--- config.mk ---
export PLATFORM = sky130hd
export DESIGN_NAME = seg7_scan_driver_flat
export DESIGN_NICKNAME = d
export VERILOG_FILES = /design/src/rtl/seg7_pkg.sv /design/src/rtl/seg7_scan_driver_if.sv /design/src/rtl/seg7_decode.sv /design/src/rtl/seg7_scan_driver.sv /design/src/flat_wrapper.sv
export SDC_FILE = /design/constraint.sdc
export NUM_CORES = 1
export LEC_CHECK = 0
export BUFFER_PORTS_ARGS = -buffer_cell sky130_fd_sc_hd__buf_4
export CORE_MARGIN = 2
export CORE_UTILIZATION = 50
export DETAILED_ROUTE_END_ITERATION = 16
export PLACE_DENSITY = 0.77
export SETUP_SLACK_MARGIN = 0.02
export SKIP_CTS_REPAIR_TIMING = 1
export SYNTH_ARGS = -nofsm -noshare
export SYNTH_HDL_FRONTEND = slang
export SYNTH_SLANG_ARGS = --single-unit
--- constraint.sdc ---
create_clock -name clk -period 3.8 [get_ports clk]
set_input_delay 0.19 -clock clk [delete_from_list [all_inputs] [get_ports clk]]
set_output_delay 0.19 -clock clk [all_outputs]
set_load 0.01 [all_outputs]
--- src/rtl/seg7_pkg.sv ---
// Shared types and constants for the three-digit multiplexed 7-segment driver.
package seg7_pkg;

    typedef enum logic {
        ST_BLANK = 1'b0,
        ST_SHOW  = 1'b1
    } slot_state_e;

    localparam logic [1:0] DIG_ONES = 2'd0;
    localparam logic [1:0] DIG_TENS = 2'd1;
    localparam logic [1:0] DIG_HUND = 2'd2;

    // Active-low glyphs, bit0 = segment a ... bit6 = segment g.
    localparam logic [6:0] SEG_OFF  = 7'h7F;
    localparam logic [6:0] SEG_DASH = 7'b0111111;

    typedef struct packed {
        logic [3:0] hund;
        logic [3:0] tens;
        logic [3:0] ones;
    } bcd3_t;

endpackage

--- src/rtl/seg7_scan_driver_if.sv ---
// Load/BCD input and segment/anode output bundle of the 7-segment scan driver.
interface seg7_scan_driver_if;
    logic       load;
    logic [3:0] hundreds;
    logic [3:0] tens;
    logic [3:0] ones;
    logic [6:0] seg_n;
    logic [2:0] an_n;
    logic       frame_done;

    modport master (
        output load, hundreds, tens, ones,
        input  seg_n, an_n, frame_done
    );

    modport slave (
        input  load, hundreds, tens, ones,
        output seg_n, an_n, frame_done
    );
endinterface

--- src/rtl/seg7_decode.sv ---
// Combinational BCD nibble to active-low 7-segment glyph; 10..15 render as a dash.
module seg7_decode
    import seg7_pkg::*;
(
    input  logic [3:0] nibble_i,
    output logic [6:0] seg_n_o
);

    always_comb begin
        seg_n_o = SEG_DASH;
        case (nibble_i)
            4'd0: seg_n_o = 7'b1000000;
            4'd1: seg_n_o = 7'b1111001;
            4'd2: seg_n_o = 7'b0100100;
            4'd3: seg_n_o = 7'b0110000;
            4'd4: seg_n_o = 7'b0011001;
            4'd5: seg_n_o = 7'b0010010;
            4'd6: seg_n_o = 7'b0000010;
            4'd7: seg_n_o = 7'b1111000;
            4'd8: seg_n_o = 7'b0000000;
            4'd9: seg_n_o = 7'b0010000;
            default: seg_n_o = SEG_DASH;
        endcase
    end

endmodule

--- src/rtl/seg7_scan_driver.sv ---
// Three-digit multiplexed 7-segment driver with shadow/display double buffering.
// Optional leading-zero blanking is enabled by defining SEG7_LZB_EN.
module seg7_scan_driver
    import seg7_pkg::*;
#(
    parameter int DIV   = 50000,
    parameter int BLANK = 16
) (
    input  logic               clk,
    input  logic               rst_n,
    seg7_scan_driver_if.slave  bus
);

    localparam int CW = (DIV > 1) ? $clog2(DIV) : 1;
    localparam logic [CW-1:0] CNT_LAST  = CW'(DIV - 1);
    localparam logic [CW-1:0] CNT_SHOWN = CW'(BLANK - 1);

    logic [CW-1:0] cnt_q, cnt_d;
    logic [1:0]    idx_q, idx_d;
    slot_state_e   state_q, state_d;
    bcd3_t         shadow_q, shadow_d;
    bcd3_t         display_q, display_d;
    logic          pending_q, pending_d;
    logic [6:0]    seg_n_q, seg_n_d;
    logic [2:0]    an_n_q, an_n_d;
    logic          frame_done_q, frame_done_d;

    logic          slot_end;
    logic          commit;
    logic [3:0]    digit;
    logic [6:0]    glyph;
    logic [2:0]    an_sel;
    logic          lzb_blank;

    assign slot_end = (cnt_q == CNT_LAST);
    assign commit   = slot_end && (idx_q == DIG_HUND);

    // Slot counter and digit index
    always_comb begin
        cnt_d = slot_end ? '0 : cnt_q + 1'b1;
        idx_d = idx_q;
        if (idx_q > DIG_HUND) begin
            idx_d = DIG_ONES;
        end else if (slot_end) begin
            idx_d = (idx_q == DIG_HUND) ? DIG_ONES : idx_q + 2'd1;
        end
    end

    always_comb begin
        state_d = state_q;
        case (state_q)
            ST_BLANK: if (cnt_q == CNT_SHOWN) state_d = ST_SHOW;
            ST_SHOW:  if (slot_end)           state_d = ST_BLANK;
            default:                          state_d = ST_BLANK;
        endcase
    end

    // Commit reads the shadow as it was before this edge, so a coincident load
    // lands in the following frame.
    always_comb begin
        shadow_d  = shadow_q;
        pending_d = pending_q;
        display_d = display_q;
        if (commit && pending_q) begin
            display_d = shadow_q;
        end
        if (commit) begin
            pending_d = 1'b0;
        end
        if (bus.load) begin
            shadow_d  = '{hund: bus.hundreds, tens: bus.tens, ones: bus.ones};
            pending_d = 1'b1;
        end
    end

    // Outputs are derived from next-state values so the registered outputs line
    // up with the slot counter they belong to.
    always_comb begin
        digit = display_d.ones;
        case (idx_d)
            DIG_TENS: digit = display_d.tens;
            DIG_HUND: digit = display_d.hund;
            default:  digit = display_d.ones;
        endcase
    end

    seg7_decode u_decode (
        .nibble_i (digit),
        .seg_n_o  (glyph)
    );

    for (genvar gi = 0; gi < 3; gi++) begin : g_anode
        assign an_sel[gi] = (idx_d != 2'(gi));
    end

`ifdef SEG7_LZB_EN
    always_comb begin
        lzb_blank = 1'b0;
        if (idx_d == DIG_HUND && display_d.hund == 4'd0) begin
            lzb_blank = 1'b1;
        end
        if (idx_d == DIG_TENS && display_d.hund == 4'd0 && display_d.tens == 4'd0) begin
            lzb_blank = 1'b1;
        end
    end
`else
    assign lzb_blank = 1'b0;
`endif

    always_comb begin
        seg_n_d      = SEG_OFF;
        an_n_d       = 3'b111;
        frame_done_d = commit;
        if (state_d == ST_SHOW && !lzb_blank) begin
            seg_n_d = glyph;
            an_n_d  = an_sel;
        end
    end

    always_ff @(posedge clk or negedge rst_n) begin
        if (!rst_n) begin
            cnt_q        <= '0;
            idx_q        <= DIG_ONES;
            state_q      <= ST_BLANK;
            shadow_q     <= '0;
            display_q    <= '0;
            pending_q    <= 1'b0;
            seg_n_q      <= SEG_OFF;
            an_n_q       <= 3'b111;
            frame_done_q <= 1'b0;
        end else begin
            cnt_q        <= cnt_d;
            idx_q        <= idx_d;
            state_q      <= state_d;
            shadow_q     <= shadow_d;
            display_q    <= display_d;
            pending_q    <= pending_d;
            seg_n_q      <= seg_n_d;
            an_n_q       <= an_n_d;
            frame_done_q <= frame_done_d;
        end
    end

    assign bus.seg_n      = seg_n_q;
    assign bus.an_n       = an_n_q;
    assign bus.frame_done = frame_done_q;

endmodule

--- src/flat_wrapper.sv ---
// flat-port wrapper written by rule: the top's interface ports become plain ports
module seg7_scan_driver_flat import seg7_pkg::*;
#(
    parameter int DIV   = 50000,
    parameter int BLANK = 16
)
  (clk, rst_n, bus_load, bus_hundreds, bus_tens, bus_ones, bus_seg_n, bus_an_n, bus_frame_done);
  seg7_scan_driver_if bus_i ();
  input  logic clk;
  input  logic rst_n;
  input wire logic [$bits(bus_i.load)-1:0] bus_load;
  input wire logic [$bits(bus_i.hundreds)-1:0] bus_hundreds;
  input wire logic [$bits(bus_i.tens)-1:0] bus_tens;
  input wire logic [$bits(bus_i.ones)-1:0] bus_ones;
  output wire logic [$bits(bus_i.seg_n)-1:0] bus_seg_n;
  output wire logic [$bits(bus_i.an_n)-1:0] bus_an_n;
  output wire logic [$bits(bus_i.frame_done)-1:0] bus_frame_done;
  assign bus_i.load = bus_load;
  assign bus_i.hundreds = bus_hundreds;
  assign bus_i.tens = bus_tens;
  assign bus_i.ones = bus_ones;
  assign bus_seg_n = bus_i.seg_n;
  assign bus_an_n = bus_i.an_n;
  assign bus_frame_done = bus_i.frame_done;
  seg7_scan_driver #(.DIV(DIV), .BLANK(BLANK)) u_core (.clk(clk), .rst_n(rst_n), .bus(bus_i));
endmodule
==> results of run 1 <==
-- worst max-delay path: cells and delay by family (launching register included) --
kind,cells,cell delay [ns]
adders and majority gates,2,0.75
muxes,1,0.06
DFF,1,0.45
and+or+nand+nor,6,1.24
buffers and inverters,1,0.06
AOI/OAI and AO/OA,3,0.68
-- report_power, final --
part           switching (uW)  internal (uW)
combinational            21.3           18.3
clock                     184            166
sequential               5.36            597
-- synth_stat cells, types with 4 or more instances --
master / count / area [um2]
nand2_1: 20 / 75.1
a21oi_1: 6 / 30.0
inv_1: 17 / 63.8
and2_1: 4 / 25.0
o21ai_0: 9 / 45.0
nor2_1: 12 / 45.0
ha_1: 10 / 125
clkbuf_1: 4 / 15.0
and3_1: 5 / 31.3
mux2_2: 8 / 90.1
or2_2: 6 / 37.5
nor3_1: 4 / 20.0
xnor2_1: 8 / 70.1
o21a_1: 7 / 52.6
dfrtp_1: 45 / 1130
xor2_1: 6 / 52.6
nand3_1: 8 / 40.0
mux2i_1: 4 / 40.0
o21ai_1: 6 / 30.0
dfstp_2: 10 / 263
-- routing by layer --
metal / GRT usage (%) / part of all wire (%) / vias to the layer above
li1: - / - / 865
met2: 25.0 / 46 / 37
met3: 3.29 / 4.1 / 6
met4: 5.36 / 0.98 / 0
met5: 0 / 0 / -
met1: 22.8 / 49 / 837
-- logic make-up (layout without fill, tap and decap cells) --
group	Yosys count	after routing
fa+ha+maj	10	10
flops	55	55
simple gates	79	79
buf+inv	24	53
xor+xnor	14	14
mux	13	13
compound gates	42	42
-- path summary, 6_finish.rpt --
| path | from | end | slack [ns] | cells after the start |
|---|---|---|---|---|
| hold reg to reg | u_core.cnt_q[0] | u_core.cnt_q[0] | 0.45 | 1 |
| min in group asynchronous | rst_n | u_core.cnt_q[3] | 0.45 | 2 |
| setup reg to reg | u_core.cnt_q[7] | u_core.bus.seg_n[3] | 0.48 | 13 |
| setup / recovery | u_core.cnt_q[7] | u_core.bus.seg_n[3] | 0.48 | 13 |
| max in group asynchronous | rst_n | u_core.display_q[11] | 2.89 | 2 |
| hold / removal | bus_hundreds[3] | u_core.shadow_q[11] | 0.09 | 3 |
-- final cells by class --
cell class	instances	area (um2)
Fill cell	462	2090
Sequential cell	55	1390
Multi-Input combinational cell	158	1190
Timing Repair Buffer	28	213
Clock buffer	7	96.3
Tap cell	70	87.6
Inverter	17	63.8
Clock inverter	1	7.51
-- placed cells by master, fill, tap and decap left out, drive strengths merged, types with 3 or more instances in the layout --
master  count
inv        17
a21o        3
o21ai      15
mux2        9
ha         10
xor2        6
o21a        7
or2         6
and2        4
nor3        7
clkbuf      7
xnor2       8
nand3       8
buf        27
mux2i       4
and3        5
a21oi       7
nand2      20
dfstp      10
and4        3
nor2       13
a31oi       3
dfrtp      45
-- registers in the layout, indices dropped and copies added (netlist names) --
signal and cells:
u_core.bus.an_n 3, u_core.bus.frame_done 1, u_core.bus.seg_n 7, u_core.cnt_q 16, u_core.display_q 12, u_core.idx_q 2
u_core.pending_q 1, u_core.shadow_q 12, u_core.state_q 1
-- stage by stage --
stage / area (um2) / power [uW] / std cells / utilization (%)
3_3_place_gp: 2930 / 653 / 327 / 57.0
6_report: 3050 / 992 / 336 / 59.3
3_5_place_dp: 2930 / 654 / 327 / 57.0
2_1_floorplan: 2680 / 628 / 237 / -
4_1_cts: 3040 / 1000 / 335 / 59.1
5_1_grt: 3050 / 1040 / 336 / 59.3
==> key figures, run 1 <==
Run status
  – Outcome: completed

Die
  – Io pins: 26
  – Starting Density: 52.1%
  – Total core area: 5140 um2
  – Die width: 77.2 um
  – Die height: 77.2 um
  – Full die area: 5960 um2
  – Row count: 26

Worst setup path
  – Crit Path Category: flop to flop
  – Data required, critical path: 4.03 ns
  – WP data arrival: 3.55 ns
  – Worst Setup End Kind: flop
  – Slowest cell delay on critical path: 0.45 ns
  – CP cell instances: nor4_4 -> nand3_1 -> nor3_1 -> nand3b_1 -> and2_1 -> ha_1 -> and2_1 -> a21boi_2 -> a221oi_2 -> ha_1 -> inv_1 -> mux2i_1 -> a21oi_1
  – Critical-path top delay cell: dfrtp_1
  – Crit-path max FO: 9
  – Startpoint types: flop

Drt
  – Per-cell routed wire length: 12.8 um
  – DRT iter0 DRCs: 87
  – 1st-pass router iterations: 4
  – Post-Route WL: 4.30 mm
  – Drt via density: 5.19
  – Remaining antenna violation count: 0
  – Via Count: 1745
  – DRC Markers: 0

Synthesis
  – Yosys reg bits: 55
  – Synth Net Count: 262
  – Synth warn: 0
  – Number of enable flip-flop cells after synthesis: 0
  – Post-synthesis mux area share: 5.42%
  – Unique cell type count in the Yosys netlist: 48
  – Avg Inst Size Synth: 11.3 um2
  – Post-synthesis xor/xnor area fraction: 4.58%
  – Post-synthesis compound-gate area fraction: 11.5%
  – Cell Area, Synth: 2680 um2
  – Post-synth top flop: dfrtp_1
  – Main combinational cell family by area after synthesis: simple AND/OR/NAND/NOR gates
  – Post-synthesis sequential area ratio: 51.9%
  – Adder-cell share of the synthesized area: 4.67%
  – Post-synthesis simple-gate area fraction: 18.2%
  – Synthesized netlist cell count: 237
  – Share of synthesized registers carrying an async set or reset: 100%

Global route
  – Vias in the first global route: 1651
  – Total grt overflow: 0
  – First-pass GRT wire length: 7.70 mm
  – Antenna violations before repair: 0
  – Largest net degree at the start of global routing: 56
  – All-Layer GR Usage: 16.1%

Clock tree
  – CTS Root Cell: clkbuf_8
  – TritonCTS Buffers: 5
  – Clk_lat worst skew: 0.31 ns
  – Sink Count: 55
  – TritonCTS clock tree: yes
  – Clk pin slew, worst setup/hold paths: 0.10 ns
  – Clk buf depth: 2
  – Htree depth: 2

Placement
  – Post-Place Setup Slack: 0.491 ns
  – GP Congestion: 0.793
  – PortBufs: 25
  – DP Wirelength: 3.06 mm

Power and ir drop
  – VDD IR max: 0.259 mV
  – Pwr/cell area: 326 nW/um2
  – Leakage: 0.00144 uW

Timing
  – Final-report setup violation count: 0
  – RSZ-0062 raised after global routing: false
  – Max transition margin: 55.4%
  – Slew Viols, Final: 0
  – Peak Freq: 301 MHz
  – Min Tclk post-route: 3.32 ns
  – Setup tns final: 0 ns
  – Slew @ Worst Pin: 0.669 ns
  – Final period util: 87.3%
  – Fin Hold WS: 0.0877 ns
  – Final setup margin: 0.482 ns
  – Final count of hold timing violations: 0
  – Final Skew: 0.00636 ns

Layout
  – Share of layout cells above drive strength 1: 28.6%
  – NumNets Final: 290
  – Area growth, synth to finish: 13.7%
  – N_diodes: 0

Job
  – Maxcap violations: 0

Worst hold path
  – Worst hold path class: input port to flop
Note: power is estimated with default switching activity, not from simulation.
==> run 2, diff against run 1 <==
Clock period 3.8 ns to 3.9 ns, I/O delays scaled along.
==> key figures, run 2 (synthesis gave the netlist of run 1 again) <==
Placement
  – PortBufs: 25 (unchanged)
  – GP Congestion: 0.892 (+13%)
  – DP Wirelength: 3.29 mm (+7.6%)

Die
  – Io pins: 26 (unchanged)
  – Die width: 77.2 um (unchanged)
  – Full die area: 5960 um2 (unchanged)
  – Total core area: 5140 um2 (unchanged)
  – Die height: 77.2 um (unchanged)
  – Row count: 26 (unchanged)
  – Starting Density: 52.1% (unchanged)

Layout
  – N_diodes: 0 (unchanged)
  – Final core utilization: 59.5% (+0.27 points)
  – Most common cell after layout, fill and taps aside: dfrtp_1
  – Commonest cells after routing, fill and taps aside: 45 x dfrtp_1, 27 x buf_4, 20 x nand2_1
  – Largest regs: u_core.cnt_q (16), u_core.display_q (12), u_core.shadow_q (12)
  – Largest Register: u_core.cnt_q
  – Max FFs per register: 16 (unchanged)
  – Area growth, synth to finish: 14.3%
  – Share of layout cells above drive strength 1: 28.6% (unchanged)
  – # fillers: 458 (-0.87%)
  – NumNets Final: 290 (unchanged)

Power and ir drop
  – Clock Power Share: 38.1% (+2.9 points)
  – Fraction of power consumed by combinational cells: 3.8% (-0.2 points)
  – VDD IR max: 0.282 mV (+8.7%)
  – Share of power burned in registers: 58.1% (-2.7 points)
  – NetSw: 204 uW (-2.8%)
  – Pwr/cell area: 331 nW/um2 (+1.6%)
  – Int Pwr: 808 uW (+3.3%)
  – Leakage: 0.00146 uW (+0.74%)
  – Sw frac: 20.2% (-1.0 points)

Drt
  – Remaining antenna violation count: 0 (unchanged)
  – DRC Markers: 0 (unchanged)
  – Via Count: 1753 (+0.46%)
  – Per-cell routed wire length: 13.6 um (+6.3%)
  – 1st-pass router iterations: 4 (unchanged)
  – Drt via density: 5.22 (+0.46%)
  – Post-Route WL: 4.58 mm (+6.3%)
  – DRT iter0 DRCs: 102 (+17%)

Timing
  – Slew Viols, Final: 0 (unchanged)
  – Max transition margin: 55.2% (-0.18 points)
  – Slew @ Worst Pin: 0.670 ns (+0.00107 ns)
  – Final Skew: 0.00654 ns (+0.000181 ns)
  – Min Tclk post-route: 3.39 ns (+0.0714 ns)
  – Final period util: 86.9% (-0.41 points)
  – Final-report setup violation count: 0 (unchanged)
  – Peak Freq: 295 MHz (-2.1%)
  – Setup tns final: 0 ns (unchanged)
  – RSZ-0062 raised after global routing: false
  – Final count of hold timing violations: 0 (unchanged)

Worst setup path
  – Crit Path Category: flop to flop
  – Data required, critical path: 4.14 ns (+0.11 ns)
  – Reg-to-reg slack, setup: 0.51 ns (+0.03 ns)
  – R2r endpoint: u_core.bus.seg_n[3]
  – Worst Setup End Kind: flop
  – R2R cell count: 14 (+1)
  – Crit-path max FO: 9 (unchanged)
  – WP data arrival: 3.62 ns (+0.07 ns)
  – Startpoint types: flop
  – Worst reg2reg path startpoint: u_core.cnt_q[0]

Global route
  – All-Layer GR Usage: 17.0% (+0.86 points)
  – Vias in the first global route: 1789 (+8.4%)
  – Largest net degree at the start of global routing: 56 (unchanged)
  – Total grt overflow: 0 (unchanged)
  – Antenna violations before repair: 0 (unchanged)
  – First-pass GRT wire length: 8.18 mm (+6.2%)

Run status
  – Outcome: completed

Job
  – Maxcap violations: 0 (unchanged)

Clock tree
  – Clk pin slew, worst setup/hold paths: 0.09 ns (about the same)
  – Clk buf depth: 2 (unchanged)
  – Clk_lat worst skew: 0.30 ns (about the same)
  – Htree depth: 2 (unchanged)
  – CTS Root Cell: clkbuf_8
  – TritonCTS clock tree: yes
  – Sink Count: 55 (unchanged)
  – TritonCTS Buffers: 5 (unchanged)

Worst hold path
  – Hold Path Origin: bus_hundreds[1]
  – Hold path depth: 3 (unchanged)
  – Worst hold path class: input port to flop
  – Hold EP: u_core.shadow_q[9]
-- run 2: changes by cell type in the layout (fill, tap and decap cells not counted), sizes merged --
cell	change
bufinv	+1
clkbuf	-1
clkinv	+1
clkinvlp	-1
-- run 2: how the worst max path moves through the flow --
stage                           from                   to  slack (ns)  cells past startpoint
floorplan           u_core.cnt_q[11]  u_core.bus.seg_n[3]        0.43                     14
global placement    u_core.cnt_q[11]  u_core.bus.seg_n[3]        0.72                     13
detailed placement   u_core.cnt_q[0]  u_core.bus.seg_n[3]        0.56                     14
CTS                  u_core.cnt_q[0]  u_core.bus.seg_n[3]        0.53                     14
global route         u_core.cnt_q[0]  u_core.bus.seg_n[3]        0.20                     14
finish               u_core.cnt_q[0]  u_core.bus.seg_n[3]        0.51                     14
-- run 2: metrics by stage --
| stage | cells | instance area (um2) | hold slack [ns] | total power [uW] | setup slack (ns) |
|---|---|---|---|---|---|
| floorplan | 237 | 2680 | -0.101 | 612 | 0.428 |
| finish | 336 | 3060 | 0.0951 | 1010 | 0.511 |
| detailed placement | 327 | 2930 | 0.276 | 638 | 0.559 |
| global placement | 327 | 2930 | 0.274 | 636 | 0.717 |
| global route | 336 | 3060 | 0.0896 | 1060 | 0.200 |
| CTS | 335 | 3050 | -0.0641 | 1020 | 0.530 |
-- run 2: critical path, stage by stage (launching register included) --
cell      delay [ns]
dfrtp_1         0.39
ha_1            0.21
and3_1          0.26
nand3_1         0.12
nor3_1          0.28
nand3b_1        0.10
and2_1          0.19
ha_1            0.50
a211oi_2        0.08
a31oi_2         0.42
inv_1           0.16
ha_1            0.34
inv_1           0.06
mux2i_1         0.06
a21oi_1         0.14
-- run 2: layout make-up --
cell class	count	area (um2)	area share [%]
inverters	17	63.8	2.09
repair buffers	28	213	6.95
well taps	70	87.6	2.86
clock buffers	6	82.6	2.70
flip-flops and latches	55	1390	45.4
clock inverters	2	35.0	1.15
multi-input cells	158	1190	38.9
-- run 2: routing by layer --
layer  vias up  routed length (um)  track usage [%]
met5         -                   0                0
met1       852                2190             23.1
met3         8                 147             3.65
met4         0                  74             5.89
li1        861                   -                -
met2        32                2170             27.0
-- run 2: power by group through the flow --
stage / Combinational (uW) / Clock [uW] / Sequential, uW
3_3_place_gp: 38.1 / 0 / 598
2_1_floorplan: 15.4 / 0 / 597
6_report: 38.8 / 386 / 588
3_5_place_dp: 39.3 / 0 / 599
4_1_cts: 39.5 / 394 / 588
5_1_grt: 45.2 / 423 / 589
